--- src/rtl/instr_encoder_writer_if.sv ---
// Loader-to-encoder field bundle, instruction RAM write port and status outputs.
// The loader side uses the master modport and the encoder uses the slave modport.
interface instr_encoder_writer_if #(
    parameter int ARQ = 16,
    parameter int AW  = 8
);
    logic            start;
    logic            in_valid;
    logic            in_ready;
    logic [2:0]      in_opcode;
    logic [2:0]      in_srcdest;
    logic [2:0]      in_src1;
    logic [2:0]      in_src2;
    logic [12:0]     in_addr;
    logic [9:0]      in_imm;
    logic            in_last;
    logic            mem_we;
    logic [AW-1:0]   mem_addr;
    logic [ARQ-1:0]  mem_wdata;
    logic            busy;
    logic            done;
    logic            full;
    logic            err_target;
    logic [AW:0]     word_count;

    modport master (
        output start, in_valid, in_opcode, in_srcdest, in_src1, in_src2,
               in_addr, in_imm, in_last,
        input  in_ready, mem_we, mem_addr, mem_wdata, busy, done, full,
               err_target, word_count
    );

    modport slave (
        input  start, in_valid, in_opcode, in_srcdest, in_src1, in_src2,
               in_addr, in_imm, in_last,
        output in_ready, mem_we, mem_addr, mem_wdata, busy, done, full,
               err_target, word_count
    );
endinterface

--- src/rtl/instr_encoder_writer.sv ---
// Packs decoded instruction fields into 16-bit ASIP words and writes them
// sequentially into instruction RAM, one registered write per accepted bundle.
module instr_encoder_writer #(
    parameter int ARQ   = 16,
    parameter int DEPTH = 256,
    parameter int AW    = $clog2(DEPTH)
) (
    input  logic                  clk,
    input  logic                  rst,
    instr_encoder_writer_if.slave bus
);

    localparam logic [1:0] S_IDLE = 2'd0;
    localparam logic [1:0] S_RUN  = 2'd1;
    localparam logic [1:0] S_FULL = 2'd2;

    logic [1:0]     r_state;
    logic [AW-1:0]  r_wr_ptr;
    logic           r_mem_we;
    logic [AW-1:0]  r_mem_addr;
    logic [ARQ-1:0] r_mem_wdata;
    logic           r_done;
    logic           r_full;
    logic           r_err_target;
    logic [AW:0]    r_word_count;

    logic           w_accept;
    logic           w_at_end;
    logic           w_bad_target;
    logic [ARQ-1:0] w_word;

    assign w_accept     = bus.in_valid && (r_state == S_RUN);
    assign w_at_end     = (r_wr_ptr == AW'(DEPTH - 1));
    assign w_bad_target = ((bus.in_opcode == 3'b101) || (bus.in_opcode == 3'b110)) &&
                          (32'(bus.in_addr) >= 32'(DEPTH));

    // NOTE: every combinational output gets a default first so no path infers a latch.
    always_comb begin
        w_word = '0;
        case (bus.in_opcode)
            3'b010, 3'b100: w_word = {bus.in_opcode, bus.in_srcdest, bus.in_src1, bus.in_src2, 4'b0};
            3'b001, 3'b011: w_word = {bus.in_opcode, bus.in_srcdest, bus.in_src1, 7'b0};
            3'b101, 3'b110: w_word = {bus.in_opcode, bus.in_addr};
            default:        w_word = {bus.in_opcode, bus.in_srcdest, bus.in_imm};
        endcase
    end

    // NOTE: sequential state uses non-blocking assignments only, so every register
    // samples the pre-edge values regardless of statement order.
    always_ff @(posedge clk) begin
        if (rst) begin
            r_state      <= S_IDLE;
            r_wr_ptr     <= '0;
            r_mem_we     <= 1'b0;
            r_mem_addr   <= '0;
            r_mem_wdata  <= '0;
            r_done       <= 1'b0;
            r_full       <= 1'b0;
            r_err_target <= 1'b0;
            r_word_count <= '0;
        end else begin
            r_mem_we <= w_accept;
            r_done   <= w_accept && (bus.in_last || w_at_end);
            if (w_accept) begin
                r_mem_addr   <= r_wr_ptr;
                r_mem_wdata  <= w_word;
                r_wr_ptr     <= r_wr_ptr + 1'b1;
                r_word_count <= r_word_count + 1'b1;
                if (w_bad_target) begin
                    r_err_target <= 1'b1;
                end
                if (bus.in_last) begin
                    r_state <= S_IDLE;
                end else if (w_at_end) begin
                    r_state <= S_FULL;
                    r_full  <= 1'b1;
                end
            end else if (bus.start && (r_state != S_RUN)) begin
                // A write already on the port still completes; only the load bookkeeping restarts.
                r_state      <= S_RUN;
                r_wr_ptr     <= '0;
                r_word_count <= '0;
                r_full       <= 1'b0;
                r_err_target <= 1'b0;
            end
        end
    end

    assign bus.in_ready   = (r_state == S_RUN);
    assign bus.busy       = (r_state != S_IDLE);
    assign bus.mem_we     = r_mem_we;
    assign bus.mem_addr   = r_mem_addr;
    assign bus.mem_wdata  = r_mem_wdata;
    assign bus.done       = r_done;
    assign bus.full       = r_full;
    assign bus.err_target = r_err_target;
    assign bus.word_count = r_word_count;

endmodule
--- src/flat_wrapper.sv ---
// flat-port wrapper written by rule: the top's interface ports become plain ports
module instr_encoder_writer_flat 
#(
    parameter int ARQ   = 16,
    parameter int DEPTH = 256,
    parameter int AW    = $clog2(DEPTH)
)
  (clk, rst, bus_start, bus_in_valid, bus_in_opcode, bus_in_srcdest, bus_in_src1, bus_in_src2, bus_in_addr, bus_in_imm, bus_in_last, bus_in_ready, bus_mem_we, bus_mem_addr, bus_mem_wdata, bus_busy, bus_done, bus_full, bus_err_target, bus_word_count);
  instr_encoder_writer_if #(.ARQ(ARQ), .AW(AW)) bus_i ();
  input  logic clk;
  input  logic rst;
  input wire logic [$bits(bus_i.start)-1:0] bus_start;
  input wire logic [$bits(bus_i.in_valid)-1:0] bus_in_valid;
  input wire logic [$bits(bus_i.in_opcode)-1:0] bus_in_opcode;
  input wire logic [$bits(bus_i.in_srcdest)-1:0] bus_in_srcdest;
  input wire logic [$bits(bus_i.in_src1)-1:0] bus_in_src1;
  input wire logic [$bits(bus_i.in_src2)-1:0] bus_in_src2;
  input wire logic [$bits(bus_i.in_addr)-1:0] bus_in_addr;
  input wire logic [$bits(bus_i.in_imm)-1:0] bus_in_imm;
  input wire logic [$bits(bus_i.in_last)-1:0] bus_in_last;
  output wire logic [$bits(bus_i.in_ready)-1:0] bus_in_ready;
  output wire logic [$bits(bus_i.mem_we)-1:0] bus_mem_we;
  output wire logic [$bits(bus_i.mem_addr)-1:0] bus_mem_addr;
  output wire logic [$bits(bus_i.mem_wdata)-1:0] bus_mem_wdata;
  output wire logic [$bits(bus_i.busy)-1:0] bus_busy;
  output wire logic [$bits(bus_i.done)-1:0] bus_done;
  output wire logic [$bits(bus_i.full)-1:0] bus_full;
  output wire logic [$bits(bus_i.err_target)-1:0] bus_err_target;
  output wire logic [$bits(bus_i.word_count)-1:0] bus_word_count;
  assign bus_i.start = bus_start;
  assign bus_i.in_valid = bus_in_valid;
  assign bus_i.in_opcode = bus_in_opcode;
  assign bus_i.in_srcdest = bus_in_srcdest;
  assign bus_i.in_src1 = bus_in_src1;
  assign bus_i.in_src2 = bus_in_src2;
  assign bus_i.in_addr = bus_in_addr;
  assign bus_i.in_imm = bus_in_imm;
  assign bus_i.in_last = bus_in_last;
  assign bus_in_ready = bus_i.in_ready;
  assign bus_mem_we = bus_i.mem_we;
  assign bus_mem_addr = bus_i.mem_addr;
  assign bus_mem_wdata = bus_i.mem_wdata;
  assign bus_busy = bus_i.busy;
  assign bus_done = bus_i.done;
  assign bus_full = bus_i.full;
  assign bus_err_target = bus_i.err_target;
  assign bus_word_count = bus_i.word_count;
  instr_encoder_writer #(.ARQ(ARQ), .DEPTH(DEPTH), .AW(AW)) u_core (.clk(clk), .rst(rst), .bus(bus_i));
endmodule
--- config.mk ---
export PLATFORM = sky130hd
export DESIGN_NAME = instr_encoder_writer_flat
export DESIGN_NICKNAME = d
export VERILOG_FILES = /design/src/rtl/instr_encoder_writer_if.sv /design/src/rtl/instr_encoder_writer.sv /design/src/flat_wrapper.sv
export SDC_FILE = /design/constraint.sdc
export NUM_CORES = 1
export LEC_CHECK = 0
export ABC_CLOCK_PERIOD_IN_PS = 1300
export BUFFER_PORTS_ARGS = -buffer_cell sky130_fd_sc_hd__buf_2
export CORE_UTILIZATION = 45
export DETAILED_ROUTE_END_ITERATION = 12
export HOLD_SLACK_MARGIN = 0.12
export PLACE_DENSITY = 0.86
export SLEW_MARGIN = 20
export SYNTH_ARGS = -nofsm -noshare
export SYNTH_HDL_FRONTEND = slang
export SYNTH_SLANG_ARGS = --single-unit
--- constraint.sdc ---
create_clock -name clk -period 1.3 [get_ports clk]
set_input_delay 0 -clock clk [delete_from_list [all_inputs] [get_ports clk]]
set_output_delay 0 -clock clk [all_outputs]
set_load 0.02 [all_outputs]
==> results of run 1 <==
==> layer usage <==
layer | vias up | part of all wire (%) | global-route usage, %
li1 | 1202 | - | -
met4 | 0 | 2.3 | 10.02
met5 | - | 0 | 0
met1 | 1172 | 41 | 26.40
met3 | 12 | 3.9 | 5.833
met2 | 74 | 53 | 46.63
==> cell usage in the layout (no fill, tap or decap), types with 2 or more instances in the layout <==
cell type / netlist / routed
a211oi_1: 12 / 10
a211oi_2: 0 / 2
a21oi_1: 29 / 27
a21oi_2: 1 / 2
a221oi_2: 3 / 4
a22oi_1: 3 / 2
a311oi_1: 8 / 6
a311oi_2: 0 / 2
and2_1: 2 / 2
and3_1: 3 / 3
buf_2: 8 / 78
buf_4: 2 / 27
buf_6: 2 / 3
clkbuf_8: 0 / 7
dfxtp_1: 47 / 41
dfxtp_2: 0 / 6
dlygate4sd3_1: 0 / 27
inv_1: 3 / 2
mux2_4: 0 / 2
mux2i_1: 9 / 9
nand2_1: 30 / 30
nand3_1: 7 / 5
nand3b_1: 2 / 2
nand4_1: 4 / 4
nor2_1: 44 / 40
nor2_2: 0 / 3
nor3_1: 6 / 5
nor3b_1: 5 / 5
nor4bb_1: 2 / 2
==> sequential cells by signal, indices dropped and copies added, names as in the netlist <==
signal                 count
u_core.bus.full            1
u_core.bus.err_target      1
u_core.r_wr_ptr            8
u_core.bus.mem_we          1
u_core.bus.mem_wdata      16
u_core.bus.mem_addr        8
u_core.r_state             2
u_core.bus.done            1
u_core.bus.word_count      9
==> cell usage after synthesis (all sizes together) <==
cell type and count:
buf 15, nor4bb 2, nor2 44, nand2 30
mux2i 9, o21bai 1, o21ai 2, or4 1
and3b 1, o311ai 1, nand4b 1, a22oi 3
a21oi 30, nand3 7, and4bb 1, a311o 1
xor2 1, mux2 3, nor3b 5, clkbuf 5
o211ai 1, ha 2, nand2b 1, a311oi 8
a221oi 4, dfxtp 47, o31ai 1, and2 3
nand4 4, a211oi 12, or2 3, and3 3
inv 3, nor3 6, nand3b 2, or3 2
==> layout make-up <==
type                            count  area [sq um]
Multi-Input combinational cell    195          1287
Tap cell                           67         83.83
Timing Repair Buffer              136         917.1
Inverter                            3         11.26
Fill cell                         368          1406
Clock buffer                        8         100.1
Sequential cell                    47         948.4
==> through the flow <==
| step | TNS (ns) | std cells | utilization, % | power (mW) |
|---|---|---|---|---|
| after detailed placement | -0.7030 | 418 | 59.32 | 2.011 |
| final | -0.2695 | 456 | 70.42 | 3.033 |
| after global placement | -0.2152 | 418 | 59.32 | 1.998 |
| after floorplan | -0.04011 | 265 | - | 1.828 |
| after CTS | -0.2814 | 454 | 68.34 | 3.016 |
| after global routing | -0.6499 | 456 | 70.42 | 3.164 |
==> power by group through the flow <==
stage	clock network, mW	logic, mW	registers (mW)
floorplan	0	0.251	1.58
global placement	0	0.467	1.53
detailed placement	0	0.478	1.53
CTS	0.966	0.551	1.50
global route	1.03	0.633	1.50
finish	0.940	0.592	1.50
==> repair_timing <==
action	4_1_cts	5_1_grt
resized for setup	17	18
hold buffers	27	0
endpoints found under the setup margin	16	18
hold endpoints to repair	21	0
pin swaps	2	2
buffers inserted	1	2
==> cell families after synthesis <==
family / Yosys count
AO/OA/AOI/OAI: 64
AND/OR/NAND/NOR: 116
adder cells (fa/ha/maj): 2
flip-flops: 47
XOR/XNOR: 1
buffers and inverters: 23
multiplexers: 12
==> how the worst max path moves through the flow <==
stage / from / to / cells past startpoint
floorplan: u_core.bus.word_count[0]$_SDFFE_PP0P_ / u_core.bus.word_count[8]$_SDFFE_PP0P_ / 5
global placement: u_core.r_state[1]$_SDFFE_PP0P_ / u_core.r_wr_ptr[7]$_SDFFE_PP0P_ / 5
detailed placement: u_core.r_state[1]$_SDFFE_PP0P_ / u_core.r_wr_ptr[6]$_SDFFE_PP0P_ / 4
CTS: u_core.r_state[1]$_SDFFE_PP0P_ / u_core.r_wr_ptr[7]$_SDFFE_PP0P_ / 5
global route: u_core.r_state[1]$_SDFFE_PP0P_ / u_core.r_wr_ptr[7]$_SDFFE_PP0P_ / 5
finish: u_core.r_state[1]$_SDFFE_PP0P_ / u_core.r_wr_ptr[7]$_SDFFE_PP0P_ / 5
==> critical path, delay by kind of cell (launching register included) <==
kind,cells,cell delay [ns]
AND/OR/NAND/NOR,3,0.50
buffers and inverters,1,0.16
multiplexers,1,0.30
flip-flops,1,0.33
==> flow_summary.yaml, run 1 <==
sta:
  max_freq_mhz: 717.0
  maxSlewViolCount: 0
  fin_hold_ws_ns: 0.1410
  tightest_slew_ns: 0.3848
  skew_ns: 0.005988
  setup_viol: 5
  min_period_over_period_pct: 107.3
  slew-limit-headroom_pct: 74.33
  setup_slack_ns: -0.09465
  grt_setup_unrepaired: "true"
  hold_viol: 0
  fin_crit_ns: 1.395
worst_setup_path:
  worstPathMaxFanout: 7
  r2r_end: "u_core.r_wr_ptr[7]$_SDFFE_PP0P_"
  regToRegSetupSlack_ns: -0.09
  cp-end-kind: "register"
  required_ns: 1.48
  crit_path_start_kind: "register"
  slowest_delay_ns: 0.33
  r2r_start: "u_core.r_state[1]$_SDFFE_PP0P_"
  crit_chain: "nand3b_1 -> buf_6 -> nor3_4 -> and3_1 -> mux2_4"
  slowest_stage: "dfxtp_2"
  r2r_cells: 5
  crit_type: "register to register"
  cp.arrival_ns: 1.58
power_and_ir_drop:
  vdd_drop_max_mv: 0.5126
  p_switching_mw: 0.7987
  swShare_pct: 26.33
  p_leak_nw: 1.465
  power.density_nw_per_um2: 905.8
  pwr-share-clk_pct: 31.0
  pwr-share-seq_pct: 49.5
  p_int_mw: 2.234
  p_comb_share_pct: 19.5
grt:
  first_global_vias: 2333
  grt.overflow.total: 0
  grt_max_degree: 29
  antenna_found_initial: 0
  grt_usage_pct: 24.79
  grt_pass1_wl_um: 10040
routing:
  antenna_left: 0
  routedWlPerCell_um: 14.33
  drt-initial-drc-count: 152
  wl_um: 6533
  first_pass_iters: 4
  vias: 2460
  viasPerCell: 5.395
  drc: 0
floorplan:
  die_h_um: 72.47
  die_area_sq_um: 5252
  die_w_um: 72.47
  start_util_pct: 47.00
  std_cell_rows: 25
  coreArea_sq_um: 4755
  io_pins: 79
finish:
  diodes: 0
  nets: 430
  syn_to_final_growth_pct: 49.83
  drive_gt1_share_pct: 39.59
  final_area_sq_um: 3348
placed_design:
  dpl_cell_area_sq_um: 2820
  routabilityCongestion: 0.8556
  io_buffers: 78
  dp_worst_setup_slack_ns: -0.1133
  dp_hpwl_um: 4179
status:
  violations: "setup timing"
  status: "finished with violations"
yosys:
  synth-seq-cells: 47
  muxShareOfSynthArea_pct: 5.543
  synthXorXnorAreaFrac_pct: 0.3919
  avgSynthCellArea_sq_um: 8.433
  synthCells: 265
  ys_seq_area_share_pct: 42.11
  synthAdderAreaFrac_pct: 1.120
  synthesis.nets: 307
  synth_area_sq_um: 2235
  yosys.area.top_type: "dfxtp_1"
  yosysTopAreaCellShare_pct: 42.11
  yosys_warnings: 0
  synth_compound_gate_area_share_pct: 20.27
  synth_top_family_by_area: "simple AND/OR/NAND/NOR gates"
  ys_types: 46
  synthTopCellsByArea: "dfxtp_1 (42%), nor2_1 (7.4%), a21oi_1 (6.5%)"
  yosys.area_share.simple_pct: 24.75
cts:
  numCtsBuffers: 5
  clk_pin_slew_worst_paths_ns: 0.08
  htree_num_levels: 2
  clk_path_buf_depth: 2
  clock_sink_count: 47
  clk_latency_ns: 0.30
  cts_tree: "done"
  cts_root_buf: "clkbuf_8"
worst_hold_path:
  hold_class: "input port to register"
  min_delay_worst_endpoint: "u_core.bus.mem_wdata[5]$_SDFFE_PP0P_"
  hold_path_depth: 3
  min_from: "bus_in_imm[5]"
flow_run:
  drv_cap: 0
No activity file was read; power rests on OpenSTA's default activity.
==> run 2, diff against run 1 <==
- ABC_AREA: not set -> 1
- SKIP_LAST_GASP: not set -> 1
==> run 2 against run 1 <==
Compared with the run above:
- clock power down 11%
- largest cell class unchanged
- critical path type unchanged
- first-iteration DRC count rose by 53%
- critical path depth increased by 2
- routed wire length rose by 21%
- via count up 17%
- sequential share of layout area increased by 0.059 points
- largest power group unchanged
- non-clock buffer count fell by 7
- area after synthesis increased by 3.1%
- the flow now finishes without violations
- worst hold slack got worse by 0.016 ns
- synthesized cell count is 25% higher
==> flow_summary.yaml, run 2 <==
status:
  status: "completed"
placed_design:
  dp_worst_setup_slack_ns: 0.01337
  dp_hpwl_um: 4327
  routabilityCongestion: 0.8725
  io_buffers: 78
  dpl_cell_area_sq_um: 2761
routing:
  drc: 0
  antenna_left: 0
  drt-initial-drc-count: 232
  viasPerCell: 5.558
  wl_um: 7924
  routedWlPerCell_um: 15.24
  first_pass_iters: 5
  vias: 2890
worst_setup_path:
  worstPathMaxFanout: 5
  crit_family: "buffers and inverters"
  cp.arrival_ns: 1.50
  crit_chain: "inv_2 -> nand3_4 -> buf_4 -> buf_8 -> nor2_8 -> nand2_2 -> a22oi_1"
  crit_type: "register to register"
  crit_path_start_kind: "register"
  required_ns: 1.53
  cp_num_buf_inv: 3
  cp-end-kind: "register"
  slowest_stage: "dfxtp_2"
  slowest_delay_ns: 0.34
finish:
  drive_gt1_share_pct: 30.02
  final_cell_mix: "buf_2 (78), nand2_1 (77), dfxtp_1 (38), dlygate4sd3_1 (35), inv_1 (34)"
  utilization_pct: 69.64
  layout_commonest_cell: "buf_2"
  syn_to_final_growth_pct: 45.63
  largest_reg_flops: 16
  final_area_sq_um: 3354
  diodes: 0
  nets: 496
sta:
  skew_ns: 0.005628
  fin_crit_ns: 1.275
  hold_viol: 0
  setup_slack_ns: 0.02529
  tightest_slew_ns: 0.5962
  min_period_over_period_pct: 98.05
  setup_viol: 0
  max_freq_mhz: 784.5
  slew-limit-headroom_pct: 60.12
  maxSlewViolCount: 0
yosys:
  yosys.area.top_type: "dfxtp_1"
  synthTopCellsByArea: "dfxtp_1 (41%), nand2_1 (13%), o21ai_0 (6.7%)"
  synth_edf_count: 0
  synth_area_sq_um: 2303
  avgSynthCellArea_sq_um: 6.980
  synth-seq-cells: 47
  yosysTopAreaCellShare_pct: 40.85
  yosys_warnings: 0
  synthesis.nets: 372
  synth_ff_type: "dfxtp_1"
  synthArstFlopShare_pct: 0
  ys_seq_area_share_pct: 40.85
  ys_types: 28
  synthCells: 330
  synth_commonest_cells: "nand2_1 (79), dfxtp_1 (47), inv_1 (37)"
  synth.most_common_cell: "nand2_1"
grt:
  first_global_vias: 2520
  grt_max_degree: 22
  antenna_found_initial: 0
  grt.overflow.total: 0
  grt_pass1_wl_um: 11600
  grt_usage_pct: 28.34
cts:
  clk_path_buf_depth: 2
  clock_sink_count: 47
  numCtsBuffers: 5
  cts_tree: "done"
  clk_pin_slew_worst_paths_ns: 0.08
  cts_root_buf: "clkbuf_8"
  clk_latency_ns: 0.30
  htree_num_levels: 2
power_and_ir_drop:
  vdd_drop_max_mv: 0.5336
  p_switching_mw: 0.9221
  pwr-share-clk_pct: 27.2
  p_comb_share_pct: 22.9
  p_leak_nw: 1.665
  swShare_pct: 30.02
  pwr-share-seq_pct: 49.9
  power_mw: 3.071
  power.density_nw_per_um2: 915.5
  p_int_mw: 2.149
flow_run:
  drv_cap: 0
floorplan:
  start_util_pct: 47.82
  die_area_sq_um: 5409
  die_w_um: 73.55
  std_cell_rows: 25
  die_h_um: 73.55
  coreArea_sq_um: 4817
  io_pins: 79
worst_hold_path:
  hold_class: "input port to register"
run 2: through the flow:
stage | hold slack, ns | TNS (ns) | instances
floorplan | 0.1600 | 0 | 330
global placement | 0.2862 | 0 | 471
detailed placement | 0.2931 | 0 | 471
CTS | 0.1246 | -0.0001329 | 511
global route | 0.1560 | -0.04043 | 520
finish | 0.1254 | 0 | 520
run 2: logic make-up (layout without fill, tap and decap cells):
logic type	Yosys count	in the layout	synth area share, %
flip-flops	47	47	40.85
AO/OA/AOI/OAI	71	71	16.40
AND/OR/NAND/NOR	154	154	30.64
adder cells (fa/ha/maj)	2	2	1.086
buffers and inverters	56	179	11.03
run 2: power groups by stage:
stage / registers [mW] / clock network [mW] / logic [mW]
2_1_floorplan: 1.62 / 0 / 0.279
3_3_place_gp: 1.56 / 0 / 0.510
3_5_place_dp: 1.56 / 0 / 0.519
4_1_cts: 1.53 / 0.826 / 0.602
5_1_grt: 1.54 / 0.882 / 0.754
6_report: 1.53 / 0.835 / 0.704
run 2: worst paths after layout:
kind | from | endpoint | slack, ns | cells past startpoint
min | bus_in_addr[6] | u_core.bus.mem_wdata[6]$_SDFFE_PP0P_ | 0.13 | 5
min reg2reg | u_core.bus.mem_addr[5]$_SDFFE_PP0P_ | u_core.bus.mem_addr[5]$_SDFFE_PP0P_ | 0.46 | 2
max reg2reg | u_core.r_state[1]$_SDFFE_PP0P_ | u_core.r_state[1]$_SDFFE_PP0P_ | 0.03 | 7
max | u_core.r_state[1]$_SDFFE_PP0P_ | u_core.r_state[1]$_SDFFE_PP0P_ | 0.03 | 7
run 2: what timing repair did:
item,4_1_cts,5_1_grt
hold endpoints to repair,28,2
gates resized for setup,2,33
hold buffers,34,1
pin swaps,0,3
endpoints found under the setup margin,12,38
cloned,0,2
setup buffers,0,6
run 2: worst register-to-register path: cells and delay by family (launching register included):
kind | cells | cell delay [ns]
AOI/OAI and AO/OA | 1 | 0.16
buffers and inverters | 3 | 0.37
DFF | 1 | 0.34
and+or+nand+nor | 3 | 0.33
run 2: cell type report:
cell class / instances / area, sq um
repair buffers: 129 / 884.6
inverters: 42 / 175.2
multi-input cells: 227 / 1169
clock buffers: 6 / 72.57
well taps: 67 / 83.83
fillers: 382 / 1463
repair inverters: 2 / 17.52
flip-flops and latches: 47 / 952.2
run 2: metal layers:
metal | global-route usage [%] | wire length (um) | vias up
met5 | 0 | 0 | -
met4 | 18.16 | 442 | 0
met3 | 6.036 | 610 | 58
met2 | 46.48 | 3906 | 212
met1 | 33.50 | 2964 | 1303
li1 | - | - | 1317
==> run 3, diff against run 2 <==
- BUFFER_PORTS_ARGS: -buffer_cell sky130_fd_sc_hd__buf_2 -> not set
- CORE_ASPECT_RATIO: not set -> 1.25
- DONT_BUFFER_PORTS: not set -> 1
- PLACE_DENSITY: 0.86 -> 0.72
==> run 3 against run 2 <==
Compared with the run above:
- cell count down 14%
- cell area down 8.9%
- critical path depth down 1
- worst hold slack worse by 0.030 ns
- register-to-register slack about the same
- largest cell class unchanged
==> flow_summary.yaml, run 3 (synthesized netlist as in run 2, its figures left out) <==
floorplan:
  start_util_pct: 47.64
  die_area_sq_um: 5411
  die_w_um: 65.99
  die_h_um: 81.99
  io_pins: 79
  coreArea_sq_um: 4835
  std_cell_rows: 28
worst_setup_path:
  required_ns: 1.49
  crit_path_start_kind: "register"
  cp_num_buf_inv: 3
  cp.arrival_ns: 1.46
  crit_type: "register to register"
  slowest_stage: "dfxtp_2"
  slowest_delay_ns: 0.35
  crit_chain: "inv_2 -> nand3_4 -> clkinv_8 -> buf_4 -> o21ai_0 -> a21oi_1"
  crit_family: "flip-flops"
  worstPathMaxFanout: 7
  cp-end-kind: "register"
cts:
  clk_pin_slew_worst_paths_ns: 0.08
  htree_num_levels: 2
  cts_tree: "done"
  clk_path_buf_depth: 2
  clk_latency_ns: 0.30
  numCtsBuffers: 5
  cts_root_buf: "clkbuf_8"
  clock_sink_count: 47
routing:
  viasPerCell: 5.355
  drt-initial-drc-count: 96
  routedWlPerCell_um: 14.80
  wl_um: 6631
  first_pass_iters: 5
  vias: 2399
  antenna_left: 0
  drc: 0
grt:
  grt_pass1_wl_um: 10100
  antenna_found_initial: 0
  grt_usage_pct: 24.46
  grt.overflow.total: 0
  grt_max_degree: 23
  first_global_vias: 2282
finish:
  largest_reg_flops: 16
  diodes: 0
  syn_to_final_growth_pct: 32.70
  final_cell_mix: "nand2_1 (78), dfxtp_1 (42), dlygate4sd3_1 (38), inv_1 (35)"
  nets: 429
  drive_gt1_share_pct: 15.21
  layout_commonest_cell: "nand2_1"
  fill_cells: 426
  finalNonFillerCells: 448
sta:
  hold_viol: 0
  slew-limit-headroom_pct: 61.22
  setup_viol: 0
  min_period_over_period_pct: 97.91
  setup_slack_ns: 0.02714
  tightest_slew_ns: 0.5817
  skew_ns: 0.001584
  grt_setup_unrepaired: "true"
  fin_crit_ns: 1.273
  fin_setup_tns_ns: 0
  maxSlewViolCount: 0
  max_freq_mhz: 785.6
placed_design:
  dp_hpwl_um: 3932
  routabilityCongestion: 0.8442
  dp_worst_setup_slack_ns: 0.03550
  io_buffers: 0
  dp_cells: 395
status:
  status: "completed"
power_and_ir_drop:
  p_leak_nw: 1.382
  power.density_nw_per_um2: 1008
  vdd_drop_max_mv: 0.5785
flow_run:
  drv_cap: 0
worst_hold_path:
  hold_class: "input port to register"
[run 3: cell count changes in the layout (fill, tap and decap cells not counted), moves of 2 or more]
cell,previous run,this run
dfxtp_2,9,5
clkbuf_8,5,7
dlymetal6s4s_1,0,2
o21ai_0,28,26
buf_2,78,0
dlygate4sd3_1,35,38
buf_4,13,20
nand2_4,4,2
dfxtp_1,38,42
[run 3: cell type report]
| class | instances | area [sq um] | share of cell area (%) |
|---|---|---|---|
| repair inverters | 2 | 17.52 | 0.5731 |
| inverters | 42 | 172.7 | 5.649 |
| multi-input cells | 227 | 1154 | 37.74 |
| repair buffers | 62 | 590.6 | 19.32 |
| flip-flops and latches | 47 | 947.2 | 30.99 |
| clock buffers | 8 | 100.1 | 3.275 |
| well taps | 60 | 75.07 | 2.456 |
[run 3: where the power goes]
part / total, mW / switching, mW / internal (mW)
logic: 0.513 / 0.294 / 0.219
registers: 1.60 / 0.0997 / 1.50
clock network: 0.970 / 0.484 / 0.486
[run 3: path summary, 6_finish.rpt]
| path | from | endpoint | slack (ns) | cells past startpoint |
|---|---|---|---|---|
| min | bus_in_opcode[2] | u_core.bus.mem_wdata[12]$_SDFFE_PP0P_ | 0.1 | 5 |
| max | u_core.r_state[1]$_SDFFE_PP0P_ | u_core.bus.mem_addr[1]$_SDFFE_PP0P_ | 0.03 | 6 |
| max reg2reg | u_core.r_state[1]$_SDFFE_PP0P_ | u_core.bus.mem_addr[1]$_SDFFE_PP0P_ | 0.03 | 6 |
| min reg2reg | u_core.r_wr_ptr[0]$_SDFFE_PP0P_ | u_core.r_wr_ptr[0]$_SDFFE_PP0P_ | 0.50 | 2 |
[run 3: per-stage QoR]
step | total power, mW | utilization (%) | cell area, sq um | hold WS [ns]
2_1_floorplan | 1.900 | - | 2306 | 0.1600
3_3_place_gp | 1.958 | 50.26 | 2430 | 0.07186
3_5_place_dp | 1.963 | 50.26 | 2430 | 0.07311
4_1_cts | 3.023 | 60.61 | 2930 | 0.1218
5_1_grt | 3.213 | 63.22 | 3057 | 0.1267
6_report | 3.082 | 63.22 | 3057 | 0.09549
[run 3: repair_timing]
action                                  in CTS  in global routing
hold buffers                                40                  0
gates resized for setup                      0                 31
hold endpoints to repair                    47                  0
endpoints found under the setup margin       0                 37
buffers inserted                             0                  3
[run 3: metal layers]
layer / share of wire, % / GRT usage [%]
met4: 1.4 / 8.723
met2: 52 / 45.51
met1: 41 / 26.44
met3: 6.2 / 6.111
met5: 0 / 0
[run 3: worst register-to-register path, delay by kind of cell (launching register included)]
| kind | cells | cell delay, ns |
|---|---|---|
| AO/OA/AOI/OAI | 2 | 0.29 |
| flip-flops | 1 | 0.35 |
| buffers and inverters | 3 | 0.33 |
| AND/OR/NAND/NOR | 1 | 0.20 |
